## config.mk

```make
export PLATFORM = sky130hd
export DESIGN_NAME = uart_wb_master_flat
export DESIGN_NICKNAME = d
export VERILOG_FILES = /design/src/rtl/uart_wb_pkg.sv /design/src/rtl/if_wb.sv /design/src/rtl/uart_rx.sv /design/src/rtl/uart_tx.sv /design/src/rtl/uart_wb_master.sv /design/src/flat_wrapper.sv
export SDC_FILE = /design/constraint.sdc
export NUM_CORES = 1
export LEC_CHECK = 0
export CAP_MARGIN = 20
export CORE_UTILIZATION = 36
export CTS_BUF_LIST = sky130_fd_sc_hd__clkbuf_16
export CTS_CLUSTER_SIZE = 20
export DETAILED_ROUTE_END_ITERATION = 8
export GPL_ROUTABILITY_DRIVEN = 1
export HOLD_SLACK_MARGIN = 0.05
export SYNTH_ARGS = -nofsm -noshare
export SYNTH_HDL_FRONTEND = slang
export SYNTH_HIERARCHICAL = 1
export SYNTH_SLANG_ARGS = --single-unit
```

## constraint.sdc

```tcl
create_clock -name clk_i -period 2.2 [get_ports clk_i]
set_input_delay 0.55 -clock clk_i [delete_from_list [all_inputs] [get_ports clk_i]]
set_output_delay 0.55 -clock clk_i [all_outputs]
set_load 0.02 [all_outputs]
```

## src/rtl/uart_wb_pkg.sv

```systemverilog
// rtl/uart_wb_pkg.sv - shared constants and state type for the UART-to-Wishbone debug bridge
// Exports: CMD_WRITE, CMD_READ (host command bytes), RSP_ACK, RSP_NAK (bridge reply bytes),
//          s_bridge_t (bridge FSM state).
package uart_wb_pkg;

  localparam logic [7:0] CMD_WRITE = 8'h57;
  localparam logic [7:0] CMD_READ  = 8'h52;
  localparam logic [7:0] RSP_ACK   = 8'h06;
  localparam logic [7:0] RSP_NAK   = 8'h15;

  typedef enum logic [2:0] {
    S_IDLE,
    S_ADDR,
    S_DATA,
    S_BUS,
    S_ACK,
    S_RESP,
    S_RESP_WAIT
  } s_bridge_t;

endpackage

```

## src/rtl/if_wb.sv

```systemverilog
// rtl/if_wb.sv - pipelined Wishbone bus bundle, 32-bit data and address
// master modport drives cyc, stb, we, adr, sel, dat_o; receives dat_i, ack, stall.
interface if_wb;

  logic        cyc;
  logic        stb;
  logic        we;
  logic [31:0] adr;
  logic [3:0]  sel;
  logic [31:0] dat_o;
  logic [31:0] dat_i;
  logic        ack;
  logic        stall;

  modport master (
    output cyc, stb, we, adr, sel, dat_o,
    input  dat_i, ack, stall
  );

  modport slave (
    input  cyc, stb, we, adr, sel, dat_o,
    output dat_i, ack, stall
  );

endinterface

```

## src/rtl/uart_rx.sv

```systemverilog
// rtl/uart_rx.sv - 8N1 UART receiver, one-cycle ready pulse per good byte
// Ports: clk_i, rst_i (sync active-high), rx (serial in, idle high),
//        data[7:0] (last received byte), ready (pulse when data is new).
module uart_rx #(
  parameter int CLKFREQ = 50000000,
  parameter int BAUD    = 9600
) (
  input  logic       clk_i,
  input  logic       rst_i,
  input  logic       rx,
  output logic [7:0] data,
  output logic       ready
);

  localparam int          DIV    = CLKFREQ / BAUD;
  localparam logic [15:0] BIT_M1 = 16'(DIV - 1);
  // Half a bit to reach mid-start-bit, less the two synchronizer stages.
  localparam logic [15:0] HALF   = 16'((DIV / 2) - 2);

  logic        rx_s1, rx_s2, active;
  logic [15:0] cnt;
  logic [3:0]  bit_idx;
  logic [7:0]  shift;

  always_ff @(posedge clk_i) begin
    if (rst_i) begin
      rx_s1   <= 1'b1;
      rx_s2   <= 1'b1;
      active  <= 1'b0;
      cnt     <= '0;
      bit_idx <= '0;
      shift   <= '0;
      data    <= '0;
      ready   <= 1'b0;
    end else begin
      rx_s1 <= rx;
      rx_s2 <= rx_s1;
      ready <= 1'b0;
      if (!active) begin
        if (!rx_s2) begin
          active  <= 1'b1;
          cnt     <= HALF;
          bit_idx <= '0;
        end
      end else if (cnt != '0) begin
        cnt <= cnt - 16'd1;
      end else begin
        cnt     <= BIT_M1;
        bit_idx <= bit_idx + 4'd1;
        if (bit_idx == 4'd0) begin
          // Glitch rather than a real start bit.
          if (rx_s2) active <= 1'b0;
        end else if (bit_idx <= 4'd8) begin
          shift <= {rx_s2, shift[7:1]};
        end else begin
          active <= 1'b0;
          // Framing error (stop bit low) drops the byte silently.
          if (rx_s2) begin
            data  <= shift;
            ready <= 1'b1;
          end
        end
      end
    end
  end

endmodule

```

## src/rtl/uart_tx.sv

```systemverilog
// rtl/uart_tx.sv - 8N1 UART transmitter
// Ports: clk_i, rst_i (sync active-high), start (load data when ready), data[7:0],
//        tx (serial out, idle high), ready (high when idle and able to accept start).
module uart_tx #(
  parameter int CLKFREQ = 50000000,
  parameter int BAUD    = 9600
) (
  input  logic       clk_i,
  input  logic       rst_i,
  input  logic       start,
  input  logic [7:0] data,
  output logic       tx,
  output logic       ready
);

  localparam int          DIV    = CLKFREQ / BAUD;
  localparam logic [15:0] BIT_M1 = 16'(DIV - 1);

  logic        active;
  logic [9:0]  shreg;
  logic [15:0] cnt;
  logic [3:0]  bits;

  assign ready = ~active;

  always_ff @(posedge clk_i) begin
    if (rst_i) begin
      active <= 1'b0;
      shreg  <= '1;
      cnt    <= '0;
      bits   <= '0;
      tx     <= 1'b1;
    end else if (!active) begin
      if (start) begin
        shreg  <= {1'b1, data, 1'b0};
        tx     <= 1'b0;
        cnt    <= BIT_M1;
        bits   <= '0;
        active <= 1'b1;
      end
    end else if (cnt != '0) begin
      cnt <= cnt - 16'd1;
    end else if (bits == 4'd9) begin
      // Stop bit has been held a full bit time.
      active <= 1'b0;
      tx     <= 1'b1;
    end else begin
      shreg <= {1'b1, shreg[9:1]};
      tx    <= shreg[1];
      bits  <= bits + 4'd1;
      cnt   <= BIT_M1;
    end
  end

endmodule

```

## src/rtl/uart_wb_master.sv

```systemverilog
// rtl/uart_wb_master.sv - UART command frames to single 32-bit Wishbone master cycles
// Ports: clk_i, rst_i (sync active-high), bus (Wishbone master), rx (host serial in),
//        tx (host serial out), busy (command in progress until reply fully sent).
module uart_wb_master
  import uart_wb_pkg::*;
#(
  parameter int CLKFREQ = 50000000,
  parameter int BAUD    = 9600,
  parameter int TIMEOUT = 1024
) (
  input  logic clk_i,
  input  logic rst_i,
  if_wb.master bus,
  input  logic rx,
  output logic tx,
  output logic busy
);

  localparam logic [15:0] TMO_LAST = 16'(TIMEOUT - 1);

  s_bridge_t   state, state_n;
  logic [7:0]  rx_data;
  logic        rx_ready, tx_ready;
  logic        tx_start_q;
  logic [7:0]  tx_byte_q;
  logic [31:0] addr_q, wdata_q, rdata_q;
  logic        is_write_q, nak_q, tx_low_q;
  logic [1:0]  byte_cnt_q, rsp_idx_q;
  logic [15:0] tmo_q;
  logic        cyc;
  logic [7:0]  rsp_byte;
  logic        rsp_last;
  logic        accept_cmd, shift_addr, shift_data, latch_rd, set_nak, send_byte, byte_done;

  uart_rx #(.CLKFREQ(CLKFREQ), .BAUD(BAUD)) u_rx (
    .clk_i (clk_i),
    .rst_i (rst_i),
    .rx    (rx),
    .data  (rx_data),
    .ready (rx_ready)
  );

  uart_tx #(.CLKFREQ(CLKFREQ), .BAUD(BAUD)) u_tx (
    .clk_i (clk_i),
    .rst_i (rst_i),
    .start (tx_start_q),
    .data  (tx_byte_q),
    .tx    (tx),
    .ready (tx_ready)
  );

  assign cyc       = (state == S_BUS) || (state == S_ACK);
  assign bus.cyc   = cyc;
  assign bus.stb   = (state == S_BUS);
  assign bus.we    = cyc & is_write_q;
  assign bus.sel   = cyc ? 4'hF : 4'h0;
  assign bus.adr   = addr_q & 32'hFFFF_FFFC;
  assign bus.dat_o = wdata_q;
  assign busy      = (state != S_IDLE);

  // Read data goes out MSB first: index 0 selects bits [31:24].
  assign rsp_byte = nak_q      ? RSP_NAK :
                    is_write_q ? RSP_ACK :
                    rdata_q[{~rsp_idx_q, 3'b000} +: 8];
  assign rsp_last = nak_q || is_write_q || (rsp_idx_q == 2'd3);

  always_comb begin
    state_n    = state;
    accept_cmd = 1'b0;
    shift_addr = 1'b0;
    shift_data = 1'b0;
    latch_rd   = 1'b0;
    set_nak    = 1'b0;
    send_byte  = 1'b0;
    byte_done  = 1'b0;
    case (state)
      S_IDLE: begin
        if (rx_ready && (rx_data == CMD_WRITE || rx_data == CMD_READ)) begin
          accept_cmd = 1'b1;
          state_n    = S_ADDR;
        end
      end
      S_ADDR: begin
        if (rx_ready) begin
          shift_addr = 1'b1;
          if (byte_cnt_q == 2'd3) state_n = is_write_q ? S_DATA : S_BUS;
        end
      end
      S_DATA: begin
        if (rx_ready) begin
          shift_data = 1'b1;
          if (byte_cnt_q == 2'd3) state_n = S_BUS;
        end
      end
      S_BUS: begin
        if (!bus.stall) begin
          // An ack in the accept cycle completes the transfer immediately.
          if (bus.ack) begin
            latch_rd = 1'b1;
            state_n  = S_RESP;
          end else begin
            state_n = S_ACK;
          end
        end else if (tmo_q >= TMO_LAST) begin
          set_nak = 1'b1;
          state_n = S_RESP;
        end
      end
      S_ACK: begin
        if (bus.ack) begin
          latch_rd = 1'b1;
          state_n  = S_RESP;
        end else if (tmo_q >= TMO_LAST) begin
          set_nak = 1'b1;
          state_n = S_RESP;
        end
      end
      S_RESP: begin
        if (tx_ready) begin
          send_byte = 1'b1;
          state_n   = S_RESP_WAIT;
        end
      end
      S_RESP_WAIT: begin
        if (tx_low_q && tx_ready) begin
          byte_done = 1'b1;
          state_n   = rsp_last ? S_IDLE : S_RESP;
        end
      end
      default: state_n = S_IDLE;
    endcase
  end

  always_ff @(posedge clk_i) begin
    if (rst_i) begin
      state      <= S_IDLE;
      addr_q     <= '0;
      wdata_q    <= '0;
      rdata_q    <= '0;
      is_write_q <= 1'b0;
      nak_q      <= 1'b0;
      tx_low_q   <= 1'b0;
      byte_cnt_q <= '0;
      rsp_idx_q  <= '0;
      tmo_q      <= '0;
      tx_start_q <= 1'b0;
      tx_byte_q  <= '0;
    end else begin
      state      <= state_n;
      tx_start_q <= send_byte;
      if (send_byte) begin
        tx_byte_q <= rsp_byte;
        tx_low_q  <= 1'b0;
      end else if (state == S_RESP_WAIT && !tx_ready) begin
        tx_low_q <= 1'b1;
      end
      if (accept_cmd) begin
        is_write_q <= (rx_data == CMD_WRITE);
        nak_q      <= 1'b0;
        byte_cnt_q <= '0;
        rsp_idx_q  <= '0;
      end
      // The 2-bit counter wraps to 0 after the fourth byte, ready for the data phase.
      if (shift_addr) begin
        addr_q     <= {addr_q[23:0], rx_data};
        byte_cnt_q <= byte_cnt_q + 2'd1;
      end
      if (shift_data) begin
        wdata_q    <= {wdata_q[23:0], rx_data};
        byte_cnt_q <= byte_cnt_q + 2'd1;
      end
      if (latch_rd && !is_write_q) rdata_q <= bus.dat_i;
      if (set_nak) nak_q <= 1'b1;
      if (byte_done) rsp_idx_q <= rsp_idx_q + 2'd1;
      if (state_n == S_BUS && state != S_BUS) begin
        tmo_q <= '0;
      end else if (cyc && tmo_q != 16'hFFFF) begin
        tmo_q <= tmo_q + 16'd1;
      end
    end
  end

endmodule

```

## src/flat_wrapper.sv

```systemverilog
// flat-port wrapper written by rule: the top's interface ports become plain ports
module uart_wb_master_flat import uart_wb_pkg::*;
#(
  parameter int CLKFREQ = 50000000,
  parameter int BAUD    = 9600,
  parameter int TIMEOUT = 1024
)
  (clk_i, rst_i, rx, tx, busy, bus_cyc, bus_stb, bus_we, bus_adr, bus_sel, bus_dat_o, bus_dat_i, bus_ack, bus_stall);
  if_wb bus_i ();
  input  logic clk_i;
  input  logic rst_i;
  input  logic rx;
  output logic tx;
  output logic busy;
  output wire logic [$bits(bus_i.cyc)-1:0] bus_cyc;
  output wire logic [$bits(bus_i.stb)-1:0] bus_stb;
  output wire logic [$bits(bus_i.we)-1:0] bus_we;
  output wire logic [$bits(bus_i.adr)-1:0] bus_adr;
  output wire logic [$bits(bus_i.sel)-1:0] bus_sel;
  output wire logic [$bits(bus_i.dat_o)-1:0] bus_dat_o;
  input wire logic [$bits(bus_i.dat_i)-1:0] bus_dat_i;
  input wire logic [$bits(bus_i.ack)-1:0] bus_ack;
  input wire logic [$bits(bus_i.stall)-1:0] bus_stall;
  assign bus_cyc = bus_i.cyc;
  assign bus_stb = bus_i.stb;
  assign bus_we = bus_i.we;
  assign bus_adr = bus_i.adr;
  assign bus_sel = bus_i.sel;
  assign bus_dat_o = bus_i.dat_o;
  assign bus_i.dat_i = bus_dat_i;
  assign bus_i.ack = bus_ack;
  assign bus_i.stall = bus_stall;
  uart_wb_master #(.CLKFREQ(CLKFREQ), .BAUD(BAUD), .TIMEOUT(TIMEOUT)) u_core (.clk_i(clk_i), .rst_i(rst_i), .bus(bus_i), .rx(rx), .tx(tx), .busy(busy));
endmodule
```

==> impl_results.md <==
- Mapped Avg Cell Area: roughly 8.3 µm²
- Period utilization: 0.9967
- Fraction of registers with async set/reset: 0
- First-pass GRT wire length: ~36000 µm
- Vias in the first global route: between 7k and 8k
- Final #Nets: 1237
- Initial Utilization: 0.3694
- TritonCTS buffer count: 24
- Hold path depth: 2
- F_max: roughly 0.46 GHz
- Outcome: finished, final reports clean
- Synth Area in Compound Gates: 0.1478
- Layout cells sized above 1: 0.1440
- Max-cap viol count: 0
- Startpoint Class: flip-flop
- Routed vias: a little under 8k
- CTS tree: done
- CP arrival: ~2.6 ns
- Post-synth EDFFs: 0
- Final setup fails: 0
- Lkg Pwr: approximately 4 nW
- Routed vias/inst: ~5
- Hold WC Path Type: primary input to flip-flop
- Htree depth: 1
- Post-Syn Area: about 0.0091 mm²
- Largest family of logic cells by synthesized area: simple AND/OR/NAND/NOR gates
- DP HPWL: around 14000 µm
- DIE AREA: ~0.026 mm²
- Post-Synth XOR/XNOR Area: 0.02029
- Die Span Y: roughly 160 µm
- # rows: 57
- Wirelength per Cell: around 14 µm
- DP Worst Slack: -0.02836 ns
- Slew headroom: 0.6114
- Synth Register Bits: approximately 200
- Flip-flop and latch area: 0.004028 mm²
- Ys Warns: 6
- Io pins: 110
- Power per cell area: ~730 mW/mm²
- Crit Path Max Fanout: 4
- Worst-Skew Late Latency: approximately 0.5 ns
- Layout overhead on the synthesized area: 26.68%
- Worst Tran Pin Value: ~0.58 ns
- Synth unique cells: 81
- Remaining DRCs: 0
- Simple-gate share of the synthesized area: 0.2646
- ANT cells: 0
- Clock Tree Root: clkbuf_16
- Final antenna-violating net count: 0
- Buffer count from post-CTS setup fixing: 0
- Initial DRT Pass Iterations: 4
- Sequential fraction of the synthesis area: 0.4440
- Setup TNS: 0 ns
- Final worst slack: between 0.007 and 0.008 ns
- DRT iter0 DRCs: between 600 and 700
- Post-route cell area: 0.01148 mm²
- Antenna violations before repair: 0
- Num Clock Sinks: about 200
- Layout Utilization: 0.4680
- Clock slew at reported path FFs: approximately 0.060 ns
- Die X: roughly 160 µm
- Post-place instance area: between 0.01 and 0.015 mm²
- Ys flop type: dfxtp_1
- Peak supply drop: approximately 0.00045 V
- Filler cells: 2384
- Largest net degree at the start of global routing: a little under 90
- Core area: between 0.02 and 0.025 mm²
- GR Util All Layers: 0.1667
- Worst Setup End Kind: flip-flop
- Final slew viol count: 0
- GP Congestion: approximately 0.8
- FF-to-FF path depth: 5
- Worst-case clock buffer depth: 3
- Hold Fails Final Rpt: 0
- RSZ-0062 raised after global routing: yes
- Mux share of post-synthesis cell area: 0.04266
- Grt ovf: 0
- Post-Route WL: ~22000 µm
- Critical path class: flip-flop to flip-flop
- Synth Instances: around 1.1k
- Multi-input logic area: approximately 0.0045 mm²
- Final Skew: 0.008341 ns
- Req. time, crit path: between 2 and 3 ns
- Adder-cell share of the synthesized area: 0.01242
- Port Buffer Count: about 110
- Post-layout minimum cycle time: approximately 2.2 ns
==> synthesized netlist by cell type (7+ instances only) <==
library cell / n / area, µm²
inv_1: 18 / 67.56
mux4_2: 8 / 180.2
nor2_1: 64 / 240.2
nor3_2: 11 / 110.1
nand4_1: 10 / 62.56
o21ai_0: 25 / 125.1
ha_1: 9 / 112.6
dfxtp_1: 201 / 4024
clkbuf_1: 57 / 214.0
a211oi_1: 10 / 75.07
nor4_1: 11 / 68.82
xnor2_1: 18 / 157.7
nor3_1: 48 / 240.2
nor2b_1: 7 / 43.79
nand2_1: 231 / 867.1
a21oi_1: 136 / 680.7
a31oi_1: 8 / 50.05
buf_4: 36 / 270.3
and3_1: 9 / 56.30
mux2i_1: 18 / 180.2
or4_1: 8 / 60.06
nand3_1: 23 / 115.1
and2_1: 11 / 68.82
==> area by class of cell <==
class                      count  area share
inverter                      19    0.006211
tap                          324     0.03531
sequential                   201      0.3508
multi-input combinational    770      0.3910
timing repair buffer         175      0.1431
clock inverter                18     0.01918
clock buffer                  25     0.05448
==> power breakdown <==
part           total, mW  internal, mW  switching [mW]
Clock               4.19          2.64            1.55
Sequential          3.70          3.67          0.0290
Combinational      0.513         0.224           0.289
Total               8.40          6.53            1.87
==> final timing paths <==
path	slack (ns)	end	startpoint
max	0.007	u_core/u_tx/cnt[13]	u_core/u_tx/cnt[0]
min	0.39	u_core/u_rx/cnt[3]	rst_i
max reg2reg	0.007	u_core/u_tx/cnt[13]	u_core/u_tx/cnt[0]
min reg2reg	0.41	u_core/u_rx/rx_s2	u_core/u_rx/rx_s1
==> flip-flops by register name, summed over array words and instances, names as in the netlist, 2 cells and up <==
signal and count:
u_core/addr_q 32, u_core/bus.dat_o 32, u_core/byte_cnt_q 2, u_core/rdata_q 32, u_core/rsp_idx_q 2, u_core/state 3
u_core/tmo_q 16, u_core/tx_byte_q 8, u_core/u_rx/bit_idx 4, u_core/u_rx/cnt 16, u_core/u_rx/data 8, u_core/u_rx/shift 8
u_core/u_tx/bits 4, u_core/u_tx/cnt 16, u_core/u_tx/shreg 8
==> kinds of logic after synthesis <==
logic type | after synthesis
compound gates | 226
fa+ha+maj | 9
xor+xnor | 21
simple gates | 483
mux | 28
buf+inv | 121
flops | 201
other cells | 1
==> critical path, stage by stage, from the launching register on <==
cell and delay [ns]:
dfxtp_2 0.33, or4_4 0.53, or3_4 0.35, or3_4 0.33, o311a_1 0.29, a211o_1 0.25
==> through the flow <==
stage | std cells | power (mW) | hold slack (ns)
floorplan | 1091 | 4.088 | 0.3895
global placement | 1488 | 4.275 | 0.4009
detailed placement | 1488 | 4.280 | 0.3989
CTS | 1531 | 8.530 | 0.3719
global route | 1532 | 8.739 | 0.3928
finish | 1532 | 8.403 | 0.3902
==> layout by cell type (no fill, tap or decap), drive strengths merged, types with 5 or more instances in the layout <==
master / Yosys / final
nand2: 232 / 232
dfxtp: 201 / 201
a21oi: 137 / 137
clkdlybuf4s50: 0 / 98
buf: 45 / 71
nor2: 64 / 64
nor3: 60 / 60
clkbuf: 57 / 26
o21ai: 25 / 25
nand3: 23 / 23
inv: 18 / 19
xnor2: 18 / 18
mux2i: 18 / 18
nor4: 16 / 16
or4: 13 / 13
and2: 11 / 11
nand4: 10 / 10
a211oi: 10 / 10
and3: 10 / 10
clkinv: 1 / 10
ha: 9 / 9
mux4: 8 / 8
a31oi: 8 / 8
nor2b: 7 / 7
or3: 7 / 7
a22oi: 6 / 6
bufinv: 0 / 5
clkdlybuf4s15: 0 / 5
o41ai: 5 / 5
or2: 5 / 5
nor3b: 5 / 5
==> metal layers <==
| layer | up-vias | GRT usage | share of wire |
|---|---|---|---|
| met5 | - | 0 | 0 |
| met4 | 0 | 0.04026 | 0.015 |
| met3 | 25 | 0.02479 | 0.041 |
| met2 | 152 | 0.2702 | 0.45 |
| met1 | 3673 | 0.2321 | 0.49 |
| li1 | 3972 | - | - |
==> repair_timing <==
item	4_1_cts	5_1_grt
cloned	0	1
resized for setup	20	12
setup endpoints to repair	11	34
pin swaps	1	1
hold buffers	0	0
Note: power is estimated with default switching activity, not from simulation.
